===== src/rtl/shake_pkg.sv =====
// Shared Keccak/SHAKE constants, squeeze FSM encoding and lane indexing.
package shake_pkg;

    localparam int LANE_W        = 64;
    localparam int KECCAK_LANES  = 25;
    localparam int STATE_W       = 1600;
    localparam int RATE_SHAKE128 = 21;
    localparam int RATE_SHAKE256 = 17;

    typedef enum logic [2:0] {
        IDLE,
        LOAD,
        EMIT,
        PERM,
        DONE
    } squeeze_state_t;

    // Flat lane number of A[x][y]; lane i lives at state bits [64i+63:64i].
    function automatic int unsigned lane(input int unsigned x, input int unsigned y);
        return x + 5 * y;
    endfunction

endpackage


===== src/rtl/shake_squeeze.sv =====
// SHAKE squeeze engine: holds one permuted state and streams its rate lanes
// as 64-bit words, asking the permutation core for more state as needed.
module shake_squeeze
    import shake_pkg::*;
#(
    parameter int RATE_LANES = RATE_SHAKE128   // 1..24
) (
    input  logic                 clk,
    input  logic                 rst,
    input  logic                 start,
    input  logic [15:0]          out_len_words,
    input  logic [STATE_W-1:0]   state_in,
    input  logic                 state_valid,
    output logic                 perm_req,
    output logic [LANE_W-1:0]    out_data,
    output logic                 out_valid,
    input  logic                 out_ready,
    output logic                 out_last,
    output logic                 busy,
    output logic                 done
);

    localparam logic [4:0] LAST_LANE = 5'(RATE_LANES - 1);

    squeeze_state_t      r_state;
    squeeze_state_t      w_next;
    logic [STATE_W-1:0]  r_buf;
    logic [15:0]         r_words_left;
    logic [4:0]          r_lane_idx;

    logic                w_hs;
    logic                w_last_word;
    logic                w_last_lane;
    logic [LANE_W-1:0]   w_lane;

    assign w_hs        = (r_state == EMIT) && out_ready;
    assign w_last_word = (r_words_left == 16'd1);
    assign w_last_lane = (r_lane_idx == LAST_LANE);
    // Lane index times 64 as a concatenation keeps the select 11 bits wide.
    assign w_lane      = r_buf[{r_lane_idx, 6'b0} +: LANE_W];

    // State register.
    always_ff @(posedge clk) begin
        if (rst) r_state <= IDLE;
        else     r_state <= w_next;
    end

    // Next state and Moore-style outputs; out_data/out_last only depend on
    // registers that move on a handshake, so they hold while stalled.
    always_comb begin
        w_next    = r_state;
        out_valid = 1'b0;
        out_data  = '0;
        out_last  = 1'b0;
        perm_req  = 1'b0;
        busy      = (r_state != IDLE);
        done      = 1'b0;
        case (r_state)
            IDLE: if (start) w_next = (out_len_words == 16'd0) ? DONE : LOAD;
            LOAD: if (state_valid) w_next = EMIT;
            EMIT: begin
                out_valid = 1'b1;
                out_data  = w_lane;
                out_last  = w_last_word;
                if (w_hs) begin
                    if (w_last_word)      w_next = DONE;
                    else if (w_last_lane) w_next = PERM;
                end
            end
            PERM: begin
                perm_req = 1'b1;
                if (state_valid) w_next = EMIT;
            end
            DONE: begin
                done   = 1'b1;
                w_next = IDLE;
            end
            default: w_next = IDLE;
        endcase
    end

    // State buffer and word/lane counters; capacity lanes are captured but
    // the lane counter never reaches them.
    always_ff @(posedge clk) begin
        if (rst) begin
            r_buf        <= '0;
            r_words_left <= '0;
            r_lane_idx   <= '0;
        end else begin
            case (r_state)
                IDLE: if (start) begin
                    r_words_left <= out_len_words;
                    r_lane_idx   <= '0;
                end
                LOAD: if (state_valid) r_buf <= state_in;
                EMIT: if (w_hs) begin
                    r_words_left <= r_words_left - 16'd1;
                    r_lane_idx   <= r_lane_idx + 5'd1;
                end
                PERM: if (state_valid) begin
                    r_buf      <= state_in;
                    r_lane_idx <= '0;
                end
                default: ;
            endcase
        end
    end

endmodule


===== config.mk =====
export PLATFORM = sky130hd
export DESIGN_NAME = shake_squeeze
export DESIGN_NICKNAME = d
export VERILOG_FILES = /design/src/rtl/shake_pkg.sv /design/src/rtl/shake_squeeze.sv
export SDC_FILE = /design/constraint.sdc
export NUM_CORES = 2
export LEC_CHECK = 0
export ABC_AREA = 1
export BUFFER_PORTS_ARGS = -buffer_cell sky130_fd_sc_hd__buf_2
export CAP_MARGIN = 5
export CORE_AREA = 2 2 667 669
export DETAILED_ROUTE_END_ITERATION = 10
export DIE_AREA = 0 0 669 671
export PLACE_DENSITY = 0.36
export SLEW_MARGIN = 20
export SYNTH_ARGS = -nofsm -noshare
export SYNTH_HDL_FRONTEND = slang
export SYNTH_SLANG_ARGS = --single-unit

===== constraint.sdc =====
create_clock -name clk -period 4.6 [get_ports clk]
set_input_delay 0.92 -clock clk [delete_from_list [all_inputs] [get_ports clk]]
set_output_delay 0.92 -clock clk [all_outputs]
set_load 0.01 [all_outputs]

; ---- Yosys cells after proc, flatten, opt, wreduce, memory -nomap -nowiden
; Cells that the tools add are included.
[word_totals]
register_bits = 1624
in_bits = 1621
output_inout_bits = 69
word_cells = 48
[op_classes]
add_sub_neg = 2
n_eq_ne = 11
shifts = 1
mux = 19
n_reduce_logical = 11
[op_table]
columns = operator, n
row1 = variable part select 1600 x 12 -> 64 bit, 1
row2 = two-way mux 64 bit, 1
row3 = two-way mux 16 bit, 2
row4 = case mux 16 bit (2 select lines), 1
row5 = two-way mux 3 bit, 6
row6 = "equality test 16 x 1 -> 1 bit, second input constant", 1
row7 = zero test 16 bit, 1
row8 = "subtractor 16 x 1 -> 16 bit, second input constant", 1
row9 = two-way mux 5 bit, 3
row10 = case mux 5 bit (3 select lines), 1
row11 = case mux 3 bit (3 select lines), 1
row12 = AND reduction 4 bit, 2
row13 = "equality test 3 x 2 -> 1 bit, second input constant", 2
row14 = "inequality test 2 bit, second input constant", 3
row15 = nonzero test 3 bit, 2
row16 = "adder 5 x 1 -> 5 bit, second input constant", 1
row17 = "equality test 5 bit, second input constant", 1
row18 = two-way mux 1 bit, 4
row19 = "equality test 3 x 1 -> 1 bit, second input constant", 1
row20 = "equality test 3 bit, second input constant", 1
row21 = zero test 3 bit, 1
row22 = "inequality test 3 bit, second input constant", 1
row23 = AND reduction 3 bit, 1
row24 = "inequality test 2 x 1 -> 1 bit, second input constant", 1
row25 = 4 further kinds, 4

; ---- Longest topological paths before layout
[logic_depth]
word_depth = 5
ltp_mapped = 12
depth_no_buf = 10

; ---- Least setup slack after synthesis
; OpenSTA, ideal clock, no wires.
[synth_path]
path_kind = register -> output
start = reg r_lane_idx[0]
end = out out_data[9]
arrival_ps = 1542
t_required_ps = 3680
slack_ps = 2138
path_stages_with_launch = 13
n_path_buf = 5
path_cell_list = dfxtp_1 buf_6 buf_6 buf_6 buf_6 buf_6 a21oi_2 o21ai_1 nand3_1 nand3_1 nand2_1 nand2_1 nor2_1
[synth_between]
elab_chain_len = 2
[synth_lines]
columns = element, line
row1 = "start, declared", shake_squeeze.sv:29  ; logic [4:0] r_lane_idx;
row2 = "start signal, assigned", shake_squeeze.sv:98  ; r_lane_idx <= r_lane_idx + 5'd1;
row3 = variable part select 1600 x 12 -> 64 bit, shake_squeeze.sv:40  ; assign w_lane = r_buf[{r_lane_idx, 6'b0} +: LANE_W];
row4 = two-way mux 64 bit, shake_squeeze.sv:58  ; case (r_state)
row5 = "end, declared", shake_squeeze.sv:15  ; output logic [LANE_W-1:0] out_data,
; Every way passes these cells.

; ---- Final worst setup path
[layout_path]
start = reg r_lane_idx[0]
end = out out_data[19]
; Same word-level chain as after synthesis.

==> flow_summary_export.csv <==
group,metric,value,unit
clock_network,cts_tree,"done",
logic_synthesis,yosys.area.top_type,"dfxtp_1",
logic_synthesis,avgSynthCellArea,7.06,um2
critical_path,required,3.68,ns
routing,wl_per_cell,28.7,um
logic_synthesis,synth_compound_area_frac,0.264,
logic_synthesis,synth_area,73500,um2
routing,wirelength,517,mm
routing,first_pass_iters,6,
floorplan,die_height,671,um
timing,max_slew.worst_pin.slew,1.01,ns
power,power.switching_fraction,0.418,
routing,vias_per_cell,4.36,
logic_synthesis,yosysUniqueCellTypes,28,
logic_synthesis,synth.most_common_cell,"a21oi_1",
floorplan,rows,244,
cells_and_area,drive_above_1_share,0.227,
logic_synthesis,synthFlopType,"dfxtp_1",
logic_synthesis,synth_edf_count,0,
min_path,whs_path_depth,3,
timing,period_needed,4.54,ns
floorplan,fp.dieW,669,um
cells_and_area,areaGrowthSynthToFinish,34.1,%
timing,tns,0,ns
power,peakVddDrop,0.000287,V
routing,drcViolationCount,0,
critical_path,critPathCaptureType,"output port",
logic_synthesis,synth_top_family_by_area,"compound AO/OA/AOI/OAI gates",
clock_network,cts-root-buf,"clkbuf_16",
logic_synthesis,synthTopCellsByCount,"a21oi_1, nand2_1, dfxtp_1",
power,p_leak,37.4,nW
timing,relSlewSlack,0.324,
global_route,antenna_found_initial,167,
logic_synthesis,synth_top_area_frac,0.442,
routing,drtIter0Drc,5555,
run_status,outcome,"finished clean",
power,p_comb_frac,0.395,
clock_network,ctsHoldBuffers,0,
timing,finalHoldViolCount,0,
placement,dp_hpwl,408,mm
logic_synthesis,synth_adder_area_share,0.000681,
routing,ant_nets,0,
logic_synthesis,synth-simple-area-share,0.186,
logic_synthesis,synthArstFlopShare,0,
floorplan,die-area,449000,um2
clock_network,path_clk_slew,0.06,ns
logic_synthesis,netlist_instances,10400,
power,power.share.sequential,0.306,
timing,drv_slew,0,
flow_run,drv_cap,0,
global_route,grt_overflow,0,
cells_and_area,final_area,98500,um2
logic_synthesis,seq_area_frac_synth,0.442,
global_route,grt_usage,0.218,
global_route,grt_pass1_vias,76600,
clock_network,clockBufferDepth,4,
cells_and_area,final_nets,13300,
critical_path,reg2regPathDepth,8,
routing,vias,78600,
logic_synthesis,yosys-top-cells-area,"dfxtp_1, a21oi_1, nand2_1",
global_route,grt_max_degree,162,
critical_path,worstSetupPathType,"reg2out",
floorplan,start_util,0.167,
critical_path,crit_path_start_kind,"flip-flop",
floorplan,core,441000,um2
timing,setup_viol,0,
global_route,grt_pass1_wl,670,mm
timing,fin_crit_sh,0.986,
power,p_sw,0.0235,W
logic_synthesis,ys_ff_latch,1624,
critical_path,regToRegSetupSlack,1.54,ns
placement,gp_congestion,0.841,
placement,placed_area,88800,um2
logic_synthesis,synth-xor-area-share,0,
min_path,hold_class,"in2reg",
timing,fmax,0.220,GHz
clock_network,clock_latency,0.93,ns
timing,rsz0062_at_grt,"yes",
critical_path,crit_path_max_fanout,52,
power,power_density,572,nW/um2
placement,port_buffers,1689,
power,intPower,0.0328,W
cells_and_area,fin_util,0.223,
timing,fin_skew,0.0405,ns
clock_network,cts.sink_count,1624,
clock_network,cts_max_level,4,
logic_synthesis,synth_mux_area_frac,0,
clock_network,numCtsBuffers,208,
critical_path,cp.arrival,3.62,ns
power,clkPwrFrac,0.299,
floorplan,pin_count,1690,
logic_synthesis,synth_nets,12000,
logic_synthesis,synth_warnings,0,
flip-flops by register name, summed over array words and instances (netlist names):
signal and cells:
r_buf 1600, r_words_left 16, r_lane_idx 5, r_state 3
metrics by stage:
stage / std cells / power (W) / setup slack, ns / hold WS [ns]
floorplan: 10400 / 0.0286 / 2.14 / 0.425
global placement: 17400 / 0.0389 / -0.502 / 0.437
detailed placement: 17400 / 0.0389 / -0.473 / 0.443
CTS: 17800 / 0.0571 / -0.121 / 0.157
global route: 18000 / 0.0596 / -0.0407 / 0.209
finish: 18000 / 0.0563 / 0.0648 / 0.252
cell families (layout without fill, tap and decap cells):
| group | Yosys count | after routing |
|---|---|---|
| other | 0 | 244 |
| adders and majority gates | 4 | 4 |
| buffers and inverters | 1899 | 3369 |
| DFF | 1624 | 1624 |
| AOI/OAI and AO/OA | 3622 | 3622 |
| and+or+nand+nor | 3259 | 3259 |
power groups by stage:
stage	logic [W]	registers, W	clock network [W]
2_1_floorplan	0.0115	0.0172	0
3_3_place_gp	0.0213	0.0176	0
3_5_place_dp	0.0213	0.0176	0
4_1_cts	0.0225	0.0173	0.0173
5_1_grt	0.0243	0.0175	0.0179
6_report	0.0222	0.0173	0.0169
repair_timing:
item | 4_1_cts | 5_1_grt
gates cloned | 4 | 7
gates resized for setup | 400 | 35
pin swaps | 32 | 8
hold endpoints to repair | 0 | 0
setup endpoints to repair | 64 | 33
buffers inserted | 10 | 5
area by class of cell:
cell class,count,area [um2]
clock buffers,320,6180
inverters,933,3550
flip-flops and latches,1624,32500
well taps,5904,7390
clock inverters,57,648
diodes,244,611
fillers,50200,343000
repair inverters,1,11.3
multi-input cells,6885,34700
repair buffers,2058,12900
worst max-delay path: stages (launching register included):
cell     delay (ns)
dfxtp_4        0.49
buf_12         0.25
buf_12         0.25
a21oi_1        0.10
o21ai_0        0.08
nand2_1        0.11
nand2_1        0.34
nand3_2        0.40
nor2_1         0.30
nor2_2         0.13
buf_2          0.16
cell usage in the layout, fill, tap and decap left out, drive strengths merged:
master	count
clkinvlp	3
o22ai	1
or2	1
nand4	2
nand2	1832
ha	4
nand3b	4
nand3	1107
clkbuf	326
o211ai	464
inv	942
nor2	308
o21a	1
a21oi	1926
bufinv	10
buf	2048
o21ai	1230
diode	244
clkinv	36
dfxtp	1624
nor3	4
nor3b	1
bufbuf	4
per-layer routing:
metal,wire (um),global-route usage,vias up,part of all wire
met5,204,0,-,0.00039
met4,29300,0.112,32,0.057
met3,20000,0.0230,707,0.039
met2,270000,0.406,2351,0.52
met1,197000,0.243,37700,0.38
li1,-,-,37800,-
worst paths after layout:
path / start / to
worst min-delay path: state_in[945] / r_buf[945]$_SDFFE_PP0P_
worst max register to register: r_state[0]$_SDFFE_PP0P_ / r_buf[1403]$_SDFFE_PP0P_
worst min register to register: r_buf[1593]$_SDFFE_PP0P_ / r_buf[1593]$_SDFFE_PP0P_
worst max-delay path: r_lane_idx[0]$_SDFFE_PP0P_ / out_data[19]
Note: power is estimated with default switching activity, not from simulation.
